### config.mk
export PLATFORM = sky130hd
export DESIGN_NAME = mult_seq_flat
export DESIGN_NICKNAME = d
export VERILOG_FILES = /design/src/rtl/mult_seq_if.sv /design/src/rtl/mult_seq.sv /design/src/flat_wrapper.sv
export SDC_FILE = /design/constraint.sdc
export NUM_CORES = 1
export LEC_CHECK = 0
export CAP_MARGIN = 15
export CORE_MARGIN = 2
export CORE_UTILIZATION = 35
export DETAILED_ROUTE_END_ITERATION = 8
export PLACE_DENSITY = 0.54
export SYNTH_ARGS = -nofsm -noshare
export SYNTH_HDL_FRONTEND = slang
export SYNTH_SLANG_ARGS = --single-unit
export TNS_END_PERCENT = 100
### constraint.sdc
create_clock -name clk -period 7.3 [get_ports clk]
set_input_delay 1.46 -clock clk [delete_from_list [all_inputs] [get_ports clk]]
set_output_delay 1.46 -clock clk [all_outputs]
set_load 0.02 [all_outputs]
### src/rtl/mult_seq_if.sv
// Request/result bundle between the EX-stage control unit and the
// sequential multiplier.
//
// Handshake: start is a level request that the multiplier samples only
// while idle. A sampled start raises busy on the following cycle, and busy
// stays high until the result is written. done is a single-cycle pulse
// with busy already low. hi/lo are valid from that cycle until the next
// done pulse or reset. A start that arrives while busy is dropped, not
// queued. cancel aborts a running operation without a done pulse, and it
// also blocks a start that arrives in the same cycle.
interface mult_seq_if #(
  parameter int WIDTH = 32
);
  logic             start;
  logic             signed_op;
  logic             cancel;
  logic [WIDTH-1:0] a;
  logic [WIDTH-1:0] b;
  logic             busy;
  logic             done;
  logic [WIDTH-1:0] hi;
  logic [WIDTH-1:0] lo;

  // Control unit side.
  modport master (
    output start, signed_op, cancel, a, b,
    input  busy, done, hi, lo
  );

  // Multiplier side.
  modport slave (
    input  start, signed_op, cancel, a, b,
    output busy, done, hi, lo
  );
endinterface

### src/rtl/mult_seq.sv
// Multi-cycle shift-add multiplier for MULT/MULTU.
// The unit takes the operand magnitudes and performs one conditional add
// plus one shift per cycle. A final cycle applies the sign and writes the
// product to HI/LO.
module mult_seq #(
  parameter int WIDTH = 32
) (
  input  logic       clk,
  input  logic       rst_n,
  mult_seq_if.slave  bus,
  output logic [1:0] state_dbg
);

  typedef enum logic [1:0] {
    S_IDLE = 2'd0,
    S_RUN  = 2'd1,
    S_SIGN = 2'd2
  } state_t;

  localparam int CW = $clog2(WIDTH) + 1;
  localparam logic [CW-1:0] LAST_ITER = CW'(WIDTH - 1);

  state_t             state;
  logic [CW-1:0]      count;
  logic [WIDTH-1:0]   mcand;
  logic [WIDTH-1:0]   acc_hi;
  logic [WIDTH-1:0]   mplier;   // low half of the accumulator shares this register
  logic               neg;
  logic               busy_q;
  logic               done_q;
  logic [WIDTH-1:0]   hi_q;
  logic [WIDTH-1:0]   lo_q;

  logic [WIDTH-1:0]   a_mag;
  logic [WIDTH-1:0]   b_mag;
  logic [WIDTH-1:0]   addend;
  logic [WIDTH:0]     sum;
  logic [2*WIDTH-1:0] prod;
  logic [2*WIDTH-1:0] result;

  // Operand magnitudes, the carry adder, and the final sign correction.
  // Negating the most negative value yields the same bit pattern, which is
  // the correct unsigned magnitude. Negating zero yields zero, so -0 never
  // appears.
  always_comb begin
    a_mag  = (bus.signed_op && bus.a[WIDTH-1]) ? -bus.a : bus.a;
    b_mag  = (bus.signed_op && bus.b[WIDTH-1]) ? -bus.b : bus.b;
    addend = mplier[0] ? mcand : '0;
    sum    = {1'b0, acc_hi} + {1'b0, addend};
    prod   = {acc_hi, mplier};
    result = neg ? -prod : prod;
  end

  // Control FSM and datapath: accept in IDLE, iterate WIDTH times in RUN,
  // then write the signed result in SIGN.
  always_ff @(posedge clk or negedge rst_n) begin
    if (!rst_n) begin
      state  <= S_IDLE;
      count  <= '0;
      mcand  <= '0;
      acc_hi <= '0;
      mplier <= '0;
      neg    <= 1'b0;
      busy_q <= 1'b0;
      done_q <= 1'b0;
      hi_q   <= '0;
      lo_q   <= '0;
    end else begin
      done_q <= 1'b0;
      case (state)
        S_IDLE: begin
          if (bus.start && !bus.cancel) begin
            mcand  <= a_mag;
            mplier <= b_mag;
            acc_hi <= '0;
            neg    <= bus.signed_op & (bus.a[WIDTH-1] ^ bus.b[WIDTH-1]);
            count  <= '0;
            busy_q <= 1'b1;
            state  <= S_RUN;
          end
        end
        S_RUN: begin
          if (bus.cancel) begin
            busy_q <= 1'b0;
            state  <= S_IDLE;
          end else begin
            // Shift {carry, acc_hi, mplier} right by one after the conditional add.
            acc_hi <= sum[WIDTH:1];
            mplier <= {sum[0], mplier[WIDTH-1:1]};
            count  <= count + CW'(1);
            if (count == LAST_ITER) begin
              state <= S_SIGN;
            end
          end
        end
        S_SIGN: begin
          if (!bus.cancel) begin
            hi_q   <= result[2*WIDTH-1:WIDTH];
            lo_q   <= result[WIDTH-1:0];
            done_q <= 1'b1;
          end
          busy_q <= 1'b0;
          state  <= S_IDLE;
        end
        default: begin
          busy_q <= 1'b0;
          state  <= S_IDLE;
        end
      endcase
    end
  end

  assign bus.busy  = busy_q;
  assign bus.done  = done_q;
  assign bus.hi    = hi_q;
  assign bus.lo    = lo_q;
  assign state_dbg = state;

endmodule

### src/flat_wrapper.sv
// flat-port wrapper written by rule: the top's interface ports become plain ports
module mult_seq_flat 
#(
  parameter int WIDTH = 32
)
  (clk, rst_n, state_dbg, bus_start, bus_signed_op, bus_cancel, bus_a, bus_b, bus_busy, bus_done, bus_hi, bus_lo);
  mult_seq_if #(.WIDTH(WIDTH)) bus_i ();
  input  logic clk;
  input  logic rst_n;
  output logic [1:0] state_dbg;
  input wire logic [$bits(bus_i.start)-1:0] bus_start;
  input wire logic [$bits(bus_i.signed_op)-1:0] bus_signed_op;
  input wire logic [$bits(bus_i.cancel)-1:0] bus_cancel;
  input wire logic [$bits(bus_i.a)-1:0] bus_a;
  input wire logic [$bits(bus_i.b)-1:0] bus_b;
  output wire logic [$bits(bus_i.busy)-1:0] bus_busy;
  output wire logic [$bits(bus_i.done)-1:0] bus_done;
  output wire logic [$bits(bus_i.hi)-1:0] bus_hi;
  output wire logic [$bits(bus_i.lo)-1:0] bus_lo;
  assign bus_i.start = bus_start;
  assign bus_i.signed_op = bus_signed_op;
  assign bus_i.cancel = bus_cancel;
  assign bus_i.a = bus_a;
  assign bus_i.b = bus_b;
  assign bus_busy = bus_i.busy;
  assign bus_done = bus_i.done;
  assign bus_hi = bus_i.hi;
  assign bus_lo = bus_i.lo;
  mult_seq #(.WIDTH(WIDTH)) u_core (.clk(clk), .rst_n(rst_n), .bus(bus_i), .state_dbg(state_dbg));
endmodule
==> flow_metrics.tcl <==
set metrics [dict create \
    outcome "complete, no violations" \
    leakagePower_nw 5.50 \
    arrival_ns 4.12 \
    fmax_ghz 0.262 \
    crit_fanout 5 \
    cts_buffers 17 \
    via_per_inst 5.23 \
    syn_nets 1425 \
    peakVddDrop_mv 0.191 \
    clk_latency_ns 0.45 \
    ys_warn_count 0 \
    tritoncts "built" \
    path_class "input pin to flip-flop" \
    fin_crit_sh_pct 52.3 \
    async_reset_ff_share_pct 100 \
    ys_types 63 \
    pin_count 137 \
    skew_ns 0.0166 \
    cts_hold_buffers 0 \
    finalHoldViolations 0 \
    hold_path.class "flip-flop to flip-flop" \
    worst_ep_required_time_ns 7.60 \
    cell_internal_pwr_mw 2.16 \
    synth_top_cells_by_count "nand2_1, o21ai_0, dfrtp_1" \
    cts-root-buf "clkbuf_16" \
    syn-cell-area_um2 11100 \
    rsz0062_at_grt "no" \
    synthTopCellsByArea "dfrtp_1, xor2_1, o21ai_0, nand2_1, ha_1" \
    cp_num_buf_inv 1 \
    area_growth_pct 20.8 \
    initial_utilization_pct 35.3 \
    ys.flop_type "dfrtp_1" \
    p_comb_share_pct 36.0 \
    dr.pass1.iters 5 \
    gp_routability_congestion 0.860 \
    port_buffers 136 \
    antenna_found_initial 0 \
    fp.dieW_um 182 \
    fin_crit_ns 3.82 \
    max_cap_violations 0 \
    finalSetupViolCount 0 \
    synth-edff-count 0 \
    die-area_um2 33100 \
    pwr-share-clk_pct 26.3 \
    drtIter0Drc 657 \
    vias 9565 \
    slew_headroom_pct 35.1 \
    wl_per_cell_um 17.2 \
    p_per_area_nw_per_um2 276 \
    track_usage_pct 19.5 \
    antenna_left 0 \
    path_common_cell "or4_1" \
    fp-row-count 65 \
    grt_pass1_wl_um 51400 \
    cts.clk_slew.worst_paths_ns 0.07 \
    wl_um 31500 \
    synthCells 1319 \
    grt_overflow 0 \
    drc 0 \
    worstSetupStartpointType "input pin" \
    setup_tns_ns 0 \
    drive_gt1_share_pct 4.63 \
    crit_chain "clkdlybuf4s50_1 -> or4_1 -> or4_1 -> or2_1 -> o41a_1 -> xor2_1 -> mux2i_1 -> o21ai_0" \
    drv_slew 0 \
    antenna-diode-count 0 \
    p_seq_share_pct 37.7 \
    endpoint_kind "flip-flop" \
    max_stage_delay_ns 0.59 \
    post-synth-top-count-cell "nand2_1" \
    cts.path.max_buffers 2 \
    synth_area_per_cell_um2 8.39 \
    dp_hpwl_um 23600 \
    ctsResizeCount 0 \
    synth_top_area_share_pct 38.7 \
    grt_max_degree 97 \
    post-route-util_pct 42.7 \
    post_cts_buffers 0 \
    htree_levels 4 \
    core_um2 31300 \
    swShare_pct 41.4 \
    nets 1519 \
    p_switching_mw 1.53 \
    worst_pin_slew_ns 0.973 \
    grt_pass1_vias 9108 \
    cp_slowest_cell "or4_1" \
    synth-seq-cells 171 \
    yosys.area.top_type "dfrtp_1" \
    die_h_um 182 \
    clkSinkCount 171 \
    total_power_mw 3.69 \
    seq_area_frac_synth_pct 38.7 \
    crit_family "simple AND/OR/NAND/NOR gates" \
]
-- tightest hold or removal path: cells and delay by family (launching register included) --
kind / cells / cell delay, ns
flops: 1 / 0.34
simple gates: 1 / 0.04
compound gates: 1 / 0.06
-- final timing paths --
path / endpoint / startpoint / slack (ns) / cells past startpoint
setup / recovery: u_core.mplier[21] / bus_b[10] / 3.48 / 8
hold / removal: u_core.mcand[22] / u_core.mcand[22] / 0.48 / 2
setup reg to reg: u_core.acc_hi[31] / u_core.mplier[0] / 3.58 / 12
hold reg to reg: u_core.mcand[22] / u_core.mcand[22] / 0.48 / 2
max in group asynchronous: u_core.bus.hi[23] / rst_n / 4.64 / 2
min in group asynchronous: u_core.bus.hi[22] / rst_n / 1.11 / 1
-- layer usage --
| layer | vias to the layer above | GRT usage (%) | share of wire [%] |
|---|---|---|---|
| met5 | - | 0 | 0 |
| met4 | 0 | 5.01 | 1.4 |
| met3 | 33 | 3.43 | 4.6 |
| met2 | 213 | 26.8 | 40 |
| met1 | 4462 | 31.0 | 54 |
| li1 | 4857 | - | - |
-- logic make-up (layout without fill, tap and decap cells) --
kind of cell / after synthesis / after routing / synth area share (%)
compound gates: 389 / 389 / 21.4
xor+xnor: 151 / 151 / 12.0
fa+ha+maj: 37 / 37 / 4.25
buf+inv: 96 / 203 / 3.35
flops: 171 / 171 / 38.7
mux: 6 / 6 / 0.543
simple gates: 469 / 469 / 19.9
-- layout by cell type (no fill, tap or decap), types with 27 or more instances in the layout --
cell / instances
nor2_1: 74
dfrtp_1: 170
xor2_1: 109
ha_1: 36
and2_1: 37
a21oi_1: 73
nand3_1: 32
nor3_1: 27
clkdlybuf4s50_1: 135
xnor2_1: 42
o31ai_1: 29
nand2_1: 204
o21ai_0: 183
-- final cells by class --
type                            count  area, µm²
Multi-Input combinational cell   1052       6430
Sequential cell                   171       4280
Clock buffer                       17        425
Inverter                           25       93.8
Fill cell                        3118      17900
Clock inverter                     15        195
Tap cell                          402        503
Timing Repair Buffer              146       1440
-- power groups by stage --
stage | Sequential (mW) | Combinational [mW] | Clock, mW
5_1_grt | 1.42 | 1.50 | 1.03
2_1_floorplan | 1.28 | 0.998 | 0
3_5_place_dp | 1.41 | 1.33 | 0
3_3_place_gp | 1.40 | 1.32 | 0
6_report | 1.39 | 1.33 | 0.969
4_1_cts | 1.39 | 1.33 | 0.997
-- sequential cells by signal, indices dropped and copies added, names as in the netlist --
register          flops
u_core.neg            1
u_core.bus.busy       1
u_core.state_dbg      2
u_core.bus.lo        32
u_core.mcand         32
u_core.bus.done       1
u_core.bus.hi        32
u_core.mplier        32
u_core.acc_hi        32
u_core.count          6
-- stage by stage --
stage	instance area, µm²	std cells	hold slack (ns)	worst slack, ns
floorplan	11100	1319	0.438	3.68
global placement	12700	1796	0.455	3.07
detailed placement	12700	1796	0.466	3.04
CTS	13400	1828	0.482	3.51
global route	13400	1828	0.508	3.26
finish	13400	1828	0.478	3.48
Power figures use the tool's default switching activity.
